===== config.mk =====
export PLATFORM = sky130hd
export DESIGN_NAME = matrix_loader
export DESIGN_NICKNAME = d
export VERILOG_FILES = /design/src/rtl/matrix_loader.sv
export SDC_FILE = /design/constraint.sdc
export NUM_CORES = 1
export LEC_CHECK = 0
export BUFFER_PORTS_ARGS = -buffer_cell sky130_fd_sc_hd__buf_2
export CORE_ASPECT_RATIO = 0.75
export CORE_MARGIN = 1.5
export CORE_UTILIZATION = 30
export CTS_CLUSTER_SIZE = 16
export DETAILED_ROUTE_END_ITERATION = 12
export PLACE_DENSITY = 0.51
export REMOVE_ABC_BUFFERS = 1
export SYNTH_ARGS = -nofsm -noshare
export SYNTH_HDL_FRONTEND = slang
export SYNTH_SLANG_ARGS = --single-unit
export TNS_END_PERCENT = 20

===== constraint.sdc =====
create_clock -name clk -period 16.45 [get_ports clk]
set_input_delay 0.8225 -clock clk [delete_from_list [all_inputs] [get_ports clk]]
set_output_delay 0.8225 -clock clk [all_outputs]
set_load 0.05 [all_outputs]

===== src/rtl/matrix_loader.sv =====
// Collects two DIM x DIM operand matrices one element at a time and presents them,
// along with the add/subtract select, over a valid/ready handshake.
//
// state  | meaning
// LOAD_A | accepting elements of operand A (element 0 also latches the select)
// LOAD_B | accepting elements of operand B
// HOLD   | operand set complete; outputs frozen until out_ready
module matrix_loader #(
  parameter int ELEM_W = 8,
  parameter int DIM    = 5
) (
  input  logic                       clk,
  input  logic                       reset,
  input  logic                       abort,
  input  logic [ELEM_W-1:0]          in_data,
  input  logic                       in_sel,
  input  logic                       in_valid,
  output logic                       in_ready,
  output logic [DIM*DIM*ELEM_W-1:0]  MatA,
  output logic [DIM*DIM*ELEM_W-1:0]  MatB,
  output logic                       Select,
  output logic                       out_valid,
  input  logic                       out_ready
);

  localparam int N  = DIM * DIM;
  localparam int CW = $clog2(N);

  typedef enum logic [1:0] {
    LOAD_A = 2'd0,
    LOAD_B = 2'd1,
    HOLD   = 2'd2
  } state_t;

  state_t        state;
  state_t        nextState;
  logic [CW-1:0] cnt;
  logic          lastElem;
  logic          writeA;
  logic          writeB;

  assign lastElem = (cnt == CW'(N - 1));

  // State register; abort overrides whatever the next-state logic chose.
  always_ff @(posedge clk or posedge reset) begin
    if (reset) begin
      state <= LOAD_A;
    end else if (abort) begin
      state <= LOAD_A;
    end else begin
      state <= nextState;
    end
  end

  always_comb begin
    nextState = state;
    unique case (state)
      LOAD_A:  if (in_valid && lastElem) nextState = LOAD_B;
      LOAD_B:  if (in_valid && lastElem) nextState = HOLD;
      HOLD:    if (out_ready) nextState = LOAD_A;
      default: nextState = LOAD_A;
    endcase
  end

  // in_ready is a pure state decode so no input reaches it combinationally.
  always_comb begin
    in_ready = 1'b0;
    writeA   = 1'b0;
    writeB   = 1'b0;
    unique case (state)
      LOAD_A: begin
        in_ready = 1'b1;
        writeA   = in_valid & ~abort;
      end
      LOAD_B: begin
        in_ready = 1'b1;
        writeB   = in_valid & ~abort;
      end
      HOLD:    in_ready = 1'b0;
      default: in_ready = 1'b0;
    endcase
  end

  always_ff @(posedge clk or posedge reset) begin
    if (reset) begin
      out_valid <= 1'b0;
    end else begin
      out_valid <= ~abort & (nextState == HOLD);
    end
  end

  always_ff @(posedge clk or posedge reset) begin
    if (reset) begin
      cnt <= '0;
    end else if (abort) begin
      cnt <= '0;
    end else if (writeA || writeB) begin
      cnt <= lastElem ? '0 : cnt + 1'b1;
    end
  end

  // Matrices are never cleared between sets; unwritten slots keep old data.
  always_ff @(posedge clk or posedge reset) begin
    if (reset) begin
      MatA   <= '0;
      MatB   <= '0;
      Select <= 1'b0;
    end else begin
      if (writeA) begin
        MatA[int'(cnt)*ELEM_W +: ELEM_W] <= in_data;
        if (cnt == '0) Select <= in_sel;
      end
      if (writeB) begin
        MatB[int'(cnt)*ELEM_W +: ELEM_W] <= in_data;
      end
    end
  end

endmodule


; After elaboration in Yosys (flattened, before gate mapping)
; Cells that the tools add are included.
; Widths: inputs -> output; s select.
[totals]
regBits = 409
latch_bits = 0
mem_bits_rw = 0
mem_bits_ro = 0
in_bits = 14
output_inout_bits = 403
word_cells = 37
memories = 0
[classes]
add_sub_neg = 2
mul = 0
div_mod_pow = 0
magnitude_cmp = 0
n_eq_ne = 4
shifts = 2
muxes = 13
bitwise = 3
reduce_logical = 7
[op_table]
columns = operator, count
row1 = $bwmux 200, 2
row2 = $shift 8x33->200 const A, 1
row3 = $shiftx 8x33->200, 1
row4 = $neg 8->33, 1
row5 = $mux 5, 3
row6 = $mux 2, 4
row7 = $pmux 2 s3, 1
row8 = $add 5x1->5 const B, 1
row9 = $eq 5x5->1 const B, 1
row10 = $logic_not 5->1, 1
row11 = $eq 2x2->1 const B, 2
row12 = $mux 1, 3
row13 = $and 1x1->1, 2
row14 = $eq 2x1->1 const B, 1
row15 = $logic_not 2->1, 1
row16 = $reduce_and 2->1, 1
row17 = $reduce_bool 2->1, 1
row18 = $reduce_or 2->1, 1
row19 = $logic_and 1x1->1, 1
row20 = $logic_or 1x1->1, 1
row21 = $not 1->1, 1

; Depth between registers and ports, before layout
[logic_depth]
depth_word = 6
ltp_mapped = 13
depth_no_buf = 8

; Worst setup path after synthesis
; No wires, ideal clock.
[synth_timing]
path_kind = register to register
from = register cnt[0]
to = register MatA[100]
setup_ns = 0.125
arrival_time_ns = 3.078
required_ns = 16.325
slack_ns = 13.247
path_stages_with_launch = 12
path_buffers = 4
synth_period_minus_slack_ns = 3.203
cell_sequence = dfrtp_1 > clkbuf_1 > buf_2 > inv_1 > ha_1 > nor2b_1 > nor2b_1 > ha_1 > buf_1 > buf_1 > nand4_2 > mux2_2
[synth_between]
elab_chain_cells = 3
elab_cells_between_ends = 4
classes_between = add/sub (1) / shift (2) / mux (1)
[synth_rtl]
columns = item, line_no
row1 = from (decl), 37  ; logic [CW-1:0] cnt;
row2 = from (signal assigned), 98  ; cnt <= lastElem ? '0 : cnt + 1'b1;
row3 = $neg 8->33 (*), 110  ; MatA[int'(cnt)*ELEM_W +: ELEM_W] <= in_data;
row4 = $shiftx 8x33->200 / $shift 8x33->200 (equally long branches), 110
row5 = $bwmux 200 (*), 110
row6 = "to (signal, indexed assignment)", 110
row7 = to (decl), 19  ; output logic [DIM*DIM*ELEM_W-1:0] MatA,
; Every way passes the cells marked *; elsewhere a longest branch is shown, timed or not.
; A chain may end at the register's enable or synchronous reset.

; Final worst setup path
[layout_timing]
from = register cnt[0]
to = register MatB[67]
[layout_between]
elab_chain_cells = 3
elab_cells_between_ends = 4
classes_between = add/sub (1) / shift (2) / mux (1)
[layout_rtl]
columns = item, line_no
row1 = $neg 8->33 (*), 114  ; MatB[int'(cnt)*ELEM_W +: ELEM_W] <= in_data;
row2 = $shiftx 8x33->200 / $shift 8x33->200 (equally long branches), 114
row3 = $bwmux 200 (*), 114
row4 = "to (signal, indexed assignment)", 114
row5 = to (decl), 20  ; output logic [DIM*DIM*ELEM_W-1:0] MatB,
; Marks and branches as above.

==> out/results.ini <==
[global_routing]
antenna_found_initial=2
globalRouteTotalUtil=0.189
grt_start_max_net_pins=165
grt_util_met2=0.298
grt_first_pass_wirelength_um=81100
gr_ovfl_total=0
most_crowded_layer_after_global_routing=met2
met1_usage=0.258
globalRouteMet3Util=0.0521
first_global_vias=11829

[die]
num_io_pins=417
die-area_mm2=0.0573
die_w_um=276
row_count=74
design.core.area_mm2=0.0548
start_util=0.306
die-height_um=208

[worst_setup_path]
crit_path_end_kind=flop
minimum_setup_slack_among_reg_to_reg_paths_ns=11.89
crit-reg2reg-launch=cnt[0]
worst-endpoint-required_ns=16.91
worst-path-max-fanout=19
crit_chain=inv_1 > ha_1 > nor2b_1 > nor2b_1 > ha_1 > nor3b_2 > buf_4 > nand4_2 > mux2_2
rr_worst_depth=9
worst-path-stages=9
timing.critical_path.buf_inv=2
worstSetupStartpointType=flop
slowest_cell_on_the_critical_path=ha_1
critical_path.top_delay_family=simple AND/OR/NAND/NOR gates
worst-endpoint-arrival_ns=5.01
worst-setup-path-type=flop to flop
worstReg2RegEnd=MatB[67]
crit_path_max_cell_delay_ns=0.96

[sta]
finClkSkew_ns=0.0275
final_hold_viol_count=0
slew_headroom=0.236
setup-violations-final=0
maxSlewViolCount=0
totalNegativeSetupSlack_ns=0
finalCritPeriodShare=0.277
worst_pin_slew_ns=1.13
maxClockFrequency_mhz=220
period_needed_ns=4.56
rsz0062_at_grt=no

[outcome]
run_status=completed

[clock_tree]
register_clock_pin_slew_on_the_reported_worst_setup_and_hold_paths_ns=0.06
clock_sinks=409
clockRootBuffer=clkbuf_16
cts_repair_resize_count=0
numCtsBuffers=44
cts_hold_repair.buffers=0
cts_htree_levels=2
cts-root-to-sink-buffers=3
post-cts-setup-buffers=0
insertion_delay_ns=0.57
clock_tree_from_tritoncts=done

[final_layout]
post_route_cells_drive_above_1_share=0.605
seqCellArea_mm2=0.0102
final_instance_count_excl_fillers=2308
area_delta_synth_final_pct=25.8
fin_nets=1569
fill_count=5337
multi_input_combinational_cell_area_mm2=0.00633

[pwr]
ir_worst_vdd_uv=72.4
powerDensity_mw_per_mm2=103
power.static_leakage_nw=11.8

[synthesis]
synth_sequential_area_ratio=0.610
number_of_enable_flip_flop_cells_after_synthesis=0
average_size_of_a_mapped_cell_um2=15.0
synth_compound_gate_area_share=0.00754
yosys_cell_types=42
synth-seq-cells=409
post_synth_inst_count=1119
yosysWarningCount=0
synthDominantCellAreaShare=0.610
cell_area_after_synthesis_mm2=0.0168
dominantRegCellSynth=dfrtp_1
yosys.area_share.xor_xnor=0.00201
synthAdderAreaFrac=0.00224
synth-simple-area-share=0.0952
yosys-top-cells-area=dfrtp_1 (61%), mux2_2 (27%), nand3_2 (1.7%)
synth_top_family_by_area=multiplexers
synth.mux.area_fraction=0.269
synth.largest_area_cell=dfrtp_1
postSynth.asyncResetShare=1.00

[worst_hold_path]
timing.hold.worst.class=input pin to async pin

[placed_design]
place_inst=2228
hpwlAfterDp_um=38000
portBuffers=416
routabilityCongestion=0.766

[route]
drt_pass1_iterations=4
routed-via-count=11051
route.detailed.drc=0
drt_wl_total_um=54400
antenna_violating_nets_post_route=0
route.detailed.vias_per_inst=4.79
route.detailed.wl_per_inst_um=23.6
detail_route.iter0.violations=531

[run]
timing.max_cap.violations=0

layout make-up:
class                      instances  share of cell area
antenna                            3            0.000356
clock buffer                      65              0.0608
clock inverter                    12             0.00629
inverter                           7             0.00160
multi-input combinational        664               0.300
sequential                       409               0.485
tap                              722              0.0428
timing repair buffer             426               0.103
cell usage in the layout (no fill, tap or decap), types with 2 or more instances in the layout:
cell type	n
mux2_2	401
and3b_2	2
nor4_4	2
inv_1	6
nor4b_4	2
or2_2	2
a211oi_2	4
nand2b_1	3
nor2b_1	6
buf_4	9
buf_2	416
nand4_2	18
clkbuf_16	46
ha_1	3
and3_1	19
and2_1	27
nand3b_1	3
bufinv_16	2
nand3_1	2
nand4_1	3
nand2_1	18
diode_2	3
o21ai_0	3
clkbuf_8	6
dfrtp_1	409
nor3_1	44
clkinv_2	5
nor2_1	50
nand3_2	28
a21oi_1	7
nor3_4	2
clkinvlp_4	3
clkbuf_1	13
stage by stage:
step / hold slack [ns] / util / setup slack, ns / area (µm²) / power (W)
after global placement: 0.483 / 0.359 / 11.97 / 19700 / 0.00120
after CTS: 0.396 / 0.385 / 11.82 / 21100 / 0.00220
after global routing: 0.412 / 0.385 / 11.47 / 21100 / 0.00225
final: 0.376 / 0.385 / 11.89 / 21100 / 0.00217
after detailed placement: 0.487 / 0.359 / 11.83 / 19700 / 0.00120
after floorplan: 0.545 / - / 4.25 / 16600 / 0.00114
layer usage:
metal,wire length (µm),share of wire,vias up
li1,-,-,4892
met1,24900,0.46,5819
met2,25300,0.47,277
met3,3360,0.062,63
met4,843,0.015,0
met5,0,0,-
where the power goes:
part	switching (W)	internal (W)	leakage, nW
sequential	0.00000624	0.00102	5.71
combinational	0.000130	0.0000293	5.44
clock	0.000413	0.000571	0.685
total	0.000549	0.00162	11.8
sequential cells by signal, summed over array words and instances, names as in the netlist:
name,flops
MatA,200
MatB,200
Select,1
cnt,5
out_valid,1
state,2
worst register-to-register path, cell delays in order, from the launching register on:
cell and delay [ns]:
dfrtp_1 0.68, inv_1 0.11, ha_1 0.32, nor2b_1 0.18, nor2b_1 0.16, ha_1 0.96, nor3b_2 0.91, buf_4 0.38
nand4_2 0.34, mux2_2 0.42
how the worst max path moves through the flow:
stage / from / to / slack (ns)
finish: cnt[0] / MatB[67] / 11.89
floorplan: reset / MatA[0] / 4.25
detailed placement: cnt[0] / MatB[67] / 11.83
global route: cnt[0] / MatB[64] / 11.47
CTS: cnt[0] / MatB[67] / 11.82
global placement: cnt[0] / MatB[66] / 11.97
kinds of logic (layout without fill, tap and decap cells):
| family | count (synthesis) | after routing |
|---|---|---|
| flops | 409 | 409 |
| mux | 401 | 401 |
| fa+ha+maj | 3 | 3 |
| other cells | 0 | 3 |
| compound gates | 17 | 17 |
| simple gates | 240 | 240 |
| buf+inv | 46 | 510 |
| xor+xnor | 3 | 3 |
Yosys cell counts (3+ instances only):
master / n
dfrtp_1: 409
mux2_2: 401
nor2_1: 50
nor3_1: 44
nand3_2: 28
and2_1: 27
and3_1: 19
nand2_1: 19
clkbuf_1: 18
nand4_2: 18
buf_2: 10
a21oi_1: 7
buf_4: 7
inv_1: 7
nor2b_1: 6
a211oi_2: 4
ha_1: 3
nand2b_1: 3
nand3b_1: 3
nand4_1: 3
o21ai_0: 3
No activity file was read; power rests on OpenSTA's default activity.
